`config.mk`:
```
export PLATFORM = sky130hd
export DESIGN_NAME = id_ex_stage
export DESIGN_NICKNAME = d
export VERILOG_FILES = /design/src/rtl/id_ex_stage.sv
export SDC_FILE = /design/constraint.sdc
export NUM_CORES = 1
export LEC_CHECK = 0
export CORE_MARGIN = 1.5
export CORE_UTILIZATION = 25
export CTS_BUF_LIST = sky130_fd_sc_hd__clkbuf_4
export CTS_CLUSTER_DIAMETER = 50
export CTS_CLUSTER_SIZE = 30
export DETAILED_ROUTE_END_ITERATION = 16
export PLACE_DENSITY_LB_ADDON = 0.08
export SLEW_MARGIN = 15
export SYNTH_ARGS = -nofsm -noshare
export SYNTH_HDL_FRONTEND = slang
export SYNTH_SLANG_ARGS = --single-unit
```
`constraint.sdc`:
```
create_clock -name clk -period 2.7 [get_ports clk]
set_clock_uncertainty 0.2 [all_clocks]
set_input_delay 0.54 -clock clk [delete_from_list [all_inputs] [get_ports clk]]
set_output_delay 0.54 -clock clk [all_outputs]
set_load 0.05 [all_outputs]
```
`src/rtl/id_ex_stage.sv`:
```
// id_ex_stage: ID/EX pipeline register with operand select, RAW forwarding and load-use stall
module id_ex_stage #(
    parameter int DW = 32,
    parameter int RW = 5
) (
    input  logic          clk,
    input  logic          reset,
    input  logic          id_valid,
    input  logic [5:0]    id_opcode,
    input  logic [5:0]    id_funct,
    input  logic [RW-1:0] id_rs,
    input  logic [RW-1:0] id_rt,
    input  logic [RW-1:0] id_rd,
    input  logic [4:0]    id_shamt,
    input  logic [15:0]   id_imm,
    input  logic [DW-1:0] id_rs_data,
    input  logic [DW-1:0] id_rt_data,
    input  logic [DW-1:0] alu_out,
    input  logic          exmem_regwrite,
    input  logic          exmem_memread,
    input  logic [RW-1:0] exmem_rd,
    input  logic [DW-1:0] exmem_result,
    input  logic          memwb_regwrite,
    input  logic [RW-1:0] memwb_rd,
    input  logic [DW-1:0] memwb_result,
    input  logic          flush,
    output logic [DW-1:0] ex_in1,
    output logic [DW-1:0] ex_in2,
    output logic [5:0]    ex_func1,
    output logic [5:0]    ex_func2,
    output logic          ex_aluop,
    output logic          ex_valid,
    output logic          ex_regwrite,
    output logic          ex_memread,
    output logic          ex_memwrite,
    output logic [RW-1:0] ex_rd_dest,
    output logic [DW-1:0] ex_store_data,
    output logic          stall_id
);
    localparam logic [5:0] OP_R = 6'h00, OP_ADDI = 6'h08, OP_SLTI = 6'h0a, OP_LDRW = 6'h23;
    localparam logic [5:0] OP_STRW = 6'h2b, OP_BEQ = 6'h04, OP_BNE = 6'h05, OP_JUMP = 6'h02, OP_FLPT = 6'h11;
    localparam logic [5:0] F_SLL = 6'h00, F_SRL = 6'h02;

    logic is_r, is_shift, is_imm, is_ld, is_st, is_br, known, use_rs, use_rt;
    logic haz, bubble;
    logic [RW-1:0] ld_ex, ld_mem, n_rd;
    logic [DW-1:0] rs_f, rt_f, imm_sx, n_in1, n_in2;

    // Youngest producer wins; the EX slot cannot forward a load since its data is not ready yet
    function automatic logic [DW-1:0] fwd(input logic [RW-1:0] src, input logic [DW-1:0] rf);
        if (src == '0) return '0;
        if (ex_valid && ex_regwrite && !ex_memread && ex_rd_dest == src) return alu_out;
        if (exmem_regwrite && !exmem_memread && exmem_rd == src) return exmem_result;
        if (memwb_regwrite && memwb_rd == src) return memwb_result;
        return rf;
    endfunction

    // Decode, forwarding, load-use hazard and next-state operand selection
    always_comb begin
        is_r     = id_opcode == OP_R;
        is_shift = is_r && (id_funct == F_SLL || id_funct == F_SRL);
        is_ld    = id_opcode == OP_LDRW;
        is_st    = id_opcode == OP_STRW;
        is_imm   = id_opcode == OP_ADDI || id_opcode == OP_SLTI || is_ld;
        is_br    = id_opcode == OP_BEQ || id_opcode == OP_BNE;
        known    = is_r || is_imm || is_st || is_br || id_opcode == OP_JUMP || id_opcode == OP_FLPT;
        use_rs   = (is_r && !is_shift) || is_imm || is_st || is_br;
        use_rt   = is_r || is_st || is_br;
        ld_ex    = (ex_valid && ex_memread) ? ex_rd_dest : '0;
        ld_mem   = exmem_memread ? exmem_rd : '0;
        haz      = (ld_ex != '0 && ((use_rs && id_rs == ld_ex) || (use_rt && id_rt == ld_ex))) ||
                   (ld_mem != '0 && ((use_rs && id_rs == ld_mem) || (use_rt && id_rt == ld_mem)));
        stall_id = reset && id_valid && haz && !flush;
        bubble   = flush || stall_id || !id_valid || !known;
        rs_f     = fwd(id_rs, id_rs_data);
        rt_f     = fwd(id_rt, id_rt_data);
        imm_sx   = {{(DW-16){id_imm[15]}}, id_imm};
        n_in1    = is_shift ? rt_f : (is_r || is_br || is_imm || is_st) ? rs_f : '0;
        n_in2    = is_shift ? {{(DW-5){1'b0}}, id_shamt} : (is_r || is_br) ? rt_f : (is_imm || is_st) ? imm_sx : '0;
        n_rd     = is_r ? id_rd : is_imm ? id_rt : '0;
    end

    // Capture the instruction, or a bubble on flush/stall/invalid/unknown opcode
    always_ff @(posedge clk or negedge reset) begin
        if (!reset) begin
            ex_in1        <= '0;
            ex_in2        <= '0;
            ex_func1      <= '0;
            ex_func2      <= '0;
            ex_aluop      <= 1'b0;
            ex_valid      <= 1'b0;
            ex_regwrite   <= 1'b0;
            ex_memread    <= 1'b0;
            ex_memwrite   <= 1'b0;
            ex_rd_dest    <= '0;
            ex_store_data <= '0;
        end else begin
            ex_in1        <= bubble ? '0 : n_in1;
            ex_in2        <= bubble ? '0 : n_in2;
            ex_func1      <= bubble ? '0 : id_funct;
            ex_func2      <= bubble ? '0 : id_opcode;
            ex_aluop      <= !bubble;
            ex_valid      <= !bubble;
            ex_regwrite   <= !bubble && (is_r || is_imm) && n_rd != '0;
            ex_memread    <= !bubble && is_ld;
            ex_memwrite   <= !bubble && is_st;
            ex_rd_dest    <= bubble ? '0 : n_rd;
            ex_store_data <= (bubble || !is_st) ? '0 : rt_f;
        end
    end
endmodule

```
==> results of run 1 <==
[worst register-to-register path, delay by kind of cell, from the launching register on]
| kind | cells | cell delay [ps] |
|---|---|---|
| flops | 1 | 420 |
| compound gates | 3 | 450 |
| xor+xnor | 1 | 140 |
| simple gates | 2 | 710 |
| buf+inv | 3 | 540 |
[state kept, by name, summed over array words and instances, names as in the netlist]
signal and cells:
ex_func1 6, ex_func2 6, ex_in1 32, ex_in2 32
ex_memread 1, ex_memwrite 1, ex_rd_dest 5, ex_regwrite 1
ex_store_data 32, ex_valid 1
[metal layers]
metal / GRT usage / up-vias / wire (um)
met4: 0.0576 / 8 / 393
met1: 0.308 / 4004 / 15300
met3: 0.0803 / 36 / 3360
li1: - / 3823 / -
met2: 0.410 / 346 / 17300
met5: 0 / - / 53
[worst max-delay path by stage]
stage,from,to,slack [ps],cells after the start
2_1_floorplan,id_rt[2],stall_id,-140,6
3_3_place_gp,exmem_rd[0],stall_id,-620,8
3_5_place_dp,id_rt[0],stall_id,-620,7
4_1_cts,ex_rd_dest[2],stall_id,-330,6
5_1_grt,ex_rd_dest[1],stall_id,-400,6
6_report,exmem_rd[0],stall_id,-280,8
[power groups by stage]
stage	combinational, mW	clock, mW	sequential (mW)
after floorplan	0.300	0	1.81
after global placement	0.980	0	1.79
after detailed placement	0.978	0	1.79
after CTS	0.986	1.37	1.76
after global routing	1.05	1.45	1.76
final	0.984	1.31	1.76
[cells in the final DEF (no fill, tap or decap), types with 5 or more instances in the layout]
cell	count
dfrtp_1	114
inv_1	15
a32oi_1	54
a22oi_1	12
a21oi_1	56
nand4_1	8
nand2_1	47
a211o_1	22
a221o_1	13
clkbuf_4	18
buf_4	118
a31oi_1	21
a222oi_1	5
inv_6	5
dlygate4sd2_1	21
buf_12	22
and2_1	13
nor4_1	6
diode_2	7
xnor2_1	15
o21ai_0	38
mux2i_1	5
nor3_1	5
nor2_1	83
a2111oi_2	10
nand3_1	30
o211ai_1	28
xor2_1	10
or2_1	26
clkdlybuf4s50_1	309
[timing repair]
action	CTS	global route
endpoints found under the setup margin	2	6
pin swaps	15	5
gates resized for setup	47	8
hold endpoints to repair	79	0
hold buffers	1	0
setup buffers	7	5
[through the flow]
stage	std cells	setup TNS (ps)
2_1_floorplan	782	-141
3_3_place_gp	1555	-55520
3_5_place_dp	1555	-57480
4_1_cts	1595	-328
5_1_grt	1601	-397
6_report	1607	-285
[kinds of logic after synthesis]
family          Yosys count  share of synthesized area
buf+inv                  93                     0.0642
flops                   117                      0.412
compound gates          278                      0.293
xor+xnor                 28                     0.0356
mux                       5                    0.00704
simple gates            261                      0.188
[cell type report]
class	count	area, sq um	share of cell area
timing repair buffer	484	4750	0.385
antenna	7	17.5	0.00142
inverter	17	63.8	0.00517
multi-input combinational	572	3850	0.312
clock buffer	18	135	0.0109
clock inverter	14	125	0.0101
sequential	117	2930	0.237
tap	378	473	0.0383
==> metrics.yaml, run 1 <==
outcome:
  status: "finished with violations"
  violations: "negative setup slack"
worst_setup_path:
  end_kind: "output pin"
  arrival_ps: 2240
  slowest_delay_ps: 360
  path_cells: "clkdlybuf4s15_1, buf_4, xnor2_1, nand3_1, or3_4, a211o_4, a21oi_4, buf_12"
  crit_slowest_cell: "or3_4"
  reg2reg_depth: 9
  r2r_start: "ex_rd_dest[4]"
  cp_max_fo: 4
  start_kind: "input pin"
  path_buf_inv: 3
  path_delay_family: "buffers and inverters"
  path_class: "in2out"
  reg2reg_slack_ps: 170
  reg2reg_to: "ex_in1[16]"
  required_ps: 1960
drt:
  drtPass1Iterations: 5
  vias_per_cell: 5.11
  wirelength_mm: 36.4
  drtIter0Drc: 628
  route.vias.total: 8217
  wl_per_cell_um: 22.7
  ant_nets: 0
  route.detailed.drc: 0
synthesis:
  synth_common_cells: "117 x dfrtp_1, 84 x nor2_1, 57 x a21oi_1, 54 x a32oi_1, 47 x nand2_1"
  synth_cell_types: 61
  synth_top_area_frac: 0.412
  synth-main-ff-cell: "dfrtp_1"
  synthArstFlopShare: 1.00
  yosysSeqAreaShare: 0.412
  synth_area_per_cell_sq_um: 9.09
  synth_nets: 1007
  synth.area.top_cells: "dfrtp_1 41%, a32oi_1 6.7%, nor2_1 4.4%"
  synth-edff-count: 0
  yosys.area.top_type: "dfrtp_1"
  synth_area_sq_mm: 0.00711
  synth-seq-cells: 117
  netlist_instances: 782
  synth_warnings: 0
  yosysMostFrequentCell: "dfrtp_1"
run:
  drv_cap: 0
global_routing:
  grt_overflow: 0
  antenna_found_initial: 10
  grt_max_degree: 111
  first_global_vias: 8588
  grt_pass1_wl_mm: 53.5
  track_usage: 0.247
placement:
  pre_cts_slack_ps: -621
  dp_hpwl_mm: 26.9
  post_dp_cell_area_sq_mm: 0.0119
  routabilityCongestion: 0.880
  portBuffers: 343
power:
  clkPwrFrac: 0.324
  power.share.combinational: 0.242
  seq_power_share: 0.434
  vdd_drop_max_uv: 193
  switching_power_mw: 1.30
  p_total_mw: 4.06
  power_leakage_nw: 5.05
  switching_share: 0.321
  p_per_area_mw_per_mm2: 329
  p_int_mw: 2.76
clock_network:
  clk_pin_slew_ps: 130
  cts-buffers-inserted: 17
  cts-root-buf: "clkbuf_4"
  htreeDepth: 4
  clock_sinks: 117
  cts_buffer_depth: 2
  clk_latency_ps: 540
  tritoncts: "yes"
floorplanning:
  die_h_um: 172
  row_count: 61
  dieArea_sq_mm: 0.0295
  initial_core_util: 0.255
  core_region_area_sq_mm: 0.0279
  die_w_um: 172
  pin_count: 344
timing:
  rsz0062_at_grt: "true"
  timing.slew.headroom: 0.556
  slew_violations: 0
  hold-worst-slack_ps: 133
  fin_ws_ps: -285
  finalHoldViolCount: 0
  setup_viol_count_final: 1
  clock.fmax_mhz: 335
  finalCriticalPeriod_ps: 2980
  period_share: 1.11
  tightestPinTransition_ps: 664
layout:
  area_growth_pct: 73.7
  fillers: 2765
  drive_above_1_share: 0.190
  finalInstanceArea_sq_mm: 0.0123
  num-nets-final: 1434
  fin_util: 0.443
hold_path:
  holdPathEnd: "ex_func1[5]"
  hold_path.class: "in2reg"
  whs_path_depth: 3
  min_from: "id_funct[5]"
No activity file was read; power rests on OpenSTA's default activity.
==> run 2: changes to the inputs <==
HOLD_SLACK_MARGIN = 0.06   (was default)
PLACE_DENSITY = 0.62   (was default)
PLACE_DENSITY_LB_ADDON = default   (was 0.08)
clock period = 3.08 ns   (was 2.7 ns; I/O delays follow)
==> metrics.yaml, run 2 (synthesized netlist as in run 1, its figures left out) <==
clock_network:
  tritoncts: "yes"
  cts-root-buf: "clkbuf_4"
  clock_sinks: 117
  cts-buffers-inserted: 17
  clk_pin_slew_ps: 130
  clk_latency_ps: 550
  cts_buffer_depth: 2
  htreeDepth: 4
global_routing:
  grt_overflow: 0
  antenna_found_initial: 3
  grt_max_degree: 117
  track_usage: 0.231
  first_global_vias: 8568
  grt_pass1_wl_mm: 50.3
worst_setup_path:
  start_kind: "input pin"
  end_kind: "output pin"
  path_class: "in2out"
  arrival_ps: 2300
  required_ps: 2260
  slowest_delay_ps: 540
  path_cells: "dlygate4sd2_1, or4_4, or3_4, a21oi_4, a211o_4, a21oi_4, buf_8"
  cp_max_fo: 2
  cp_common_cell: "a21oi_4"
  crit_slowest_cell: "or4_4"
layout:
  multi_input_area_sq_mm: 0.00385
  seq_area_sq_mm: 0.00293
  drive_above_1_share: 0.187
  fillers: 2739
  final_common_cell: "clkdlybuf4s50_1"
  area_growth_pct: 74.4
  num-nets-final: 1430
  layout_common_cells: "315 x clkdlybuf4s50_1, 114 x buf_4, 112 x dfrtp_1"
  reg_top3: "ex_in1 x32, ex_in2 x32, ex_store_data x32"
  fin_util: 0.445
floorplanning:
  row_count: 61
  die_h_um: 172
  pin_count: 344
  die_w_um: 172
  initial_core_util: 0.255
  dieArea_sq_mm: 0.0295
  core_region_area_sq_mm: 0.0279
drt:
  wl_per_cell_um: 21.9
  wirelength_mm: 35.1
  drtIter0Drc: 936
  route.detailed.drc: 0
  vias_per_cell: 5.30
  route.vias.total: 8478
  ant_nets: 0
  drtPass1Iterations: 8
timing:
  finalCriticalPeriod_ps: 3120
  timing.slew.headroom: 0.557
  fin_ws_ps: -37.0
  period_share: 1.01
  clock.fmax_mhz: 321
  finalHoldViolCount: 0
  rsz0062_at_grt: "true"
  slew_violations: 0
  setup_viol_count_final: 1
  tightestPinTransition_ps: 665
hold_path:
  hold_path.class: "in2async"
power:
  p_per_area_mw_per_mm2: 318
  power_leakage_nw: 4.99
  vdd_drop_max_uv: 213
placement:
  routabilityCongestion: 0.930
  pre_cts_slack_ps: -436
  dp_hpwl_mm: 25.5
  portBuffers: 343
outcome:
  status: "finished with violations"
  violations: "negative setup slack"
run:
  drv_cap: 0
==> run 2: cell count changes in the layout (fill, tap and decap cells not counted), moves of 3 or more <==
cell,delta
clkdlybuf4s50_1,+6
bufinv_16,+5
buf_4,-4
clkinv_2,-4
diode_2,-4
dlymetal6s2s_1,-4
clkinv_4,+3
inv_6,-3
==> run 2: worst paths after layout <==
kind	from	to	slack (ps)	cells past startpoint
max in group asynchronous	reset	ex_rd_dest[1]	1560	3
min	reset	ex_store_data[22]	210	2
min in group clk	id_funct[5]	ex_func1[5]	210	3
max reg2reg	ex_rd_dest[4]	ex_in1[16]	490	10
max	id_funct[5]	stall_id	-40	7
min reg2reg	ex_regwrite	ex_in1[26]	1050	6
==> run 2: stage by stage <==
| stage | power (mW) | area [sq um] | setup TNS [ps] | hold WS, ps | std cells |
|---|---|---|---|---|---|
| finish | 3.94 | 12400 | -37.0 | 207 | 1599 |
| global route | 4.10 | 12400 | -100 | 163 | 1598 |
| CTS | 3.97 | 12300 | -53.5 | 160 | 1587 |
| detailed placement | 2.42 | 11800 | -27240 | 224 | 1543 |
| global placement | 2.42 | 11800 | -24880 | 223 | 1543 |
| floorplan | 1.85 | 7120 | 0 | 120 | 782 |
==> run 2: critical path, delay by kind of cell <==
family                 cells  cell delay, ps
AOI/OAI and AO/OA          3             370
buffers and inverters      2             400
and+or+nand+nor            2             910
==> run 2: power by group <==
group	switching, mW	leakage (nW)	internal [mW]
clock	0.711	0.193	0.825
combinational	0.405	3.17	0.456
sequential	0.00226	1.63	1.54
total	1.12	4.99	2.82
==> run 2: layer usage <==
| layer | vias up | global-route usage | share of wire |
|---|---|---|---|
| met5 | - | 0 | 0 |
| met4 | 0 | 0.0984 | 0.036 |
| met3 | 92 | 0.0405 | 0.074 |
| met2 | 521 | 0.393 | 0.48 |
| met1 | 4071 | 0.288 | 0.41 |
| li1 | 3794 | - | - |
==> run 2: layout make-up <==
| type | instances | share of cell area |
|---|---|---|
| Inverter | 17 | 0.00515 |
| Antenna cell | 3 | 0.000605 |
| Sequential cell | 117 | 0.237 |
| Clock buffer | 18 | 0.0109 |
| Multi-Input combinational cell | 572 | 0.310 |
| Clock inverter | 14 | 0.0200 |
| Tap cell | 378 | 0.0381 |
| Timing Repair Buffer | 480 | 0.378 |
==> run 2: repair_timing <==
action | CTS | global route
hold endpoints to repair | 101 | 0
hold buffers | 1 | 0
resized for setup | 49 | 5
setup buffers | 11 | 9
pin swaps | 14 | 5
endpoints found under the setup margin | 1 | 1
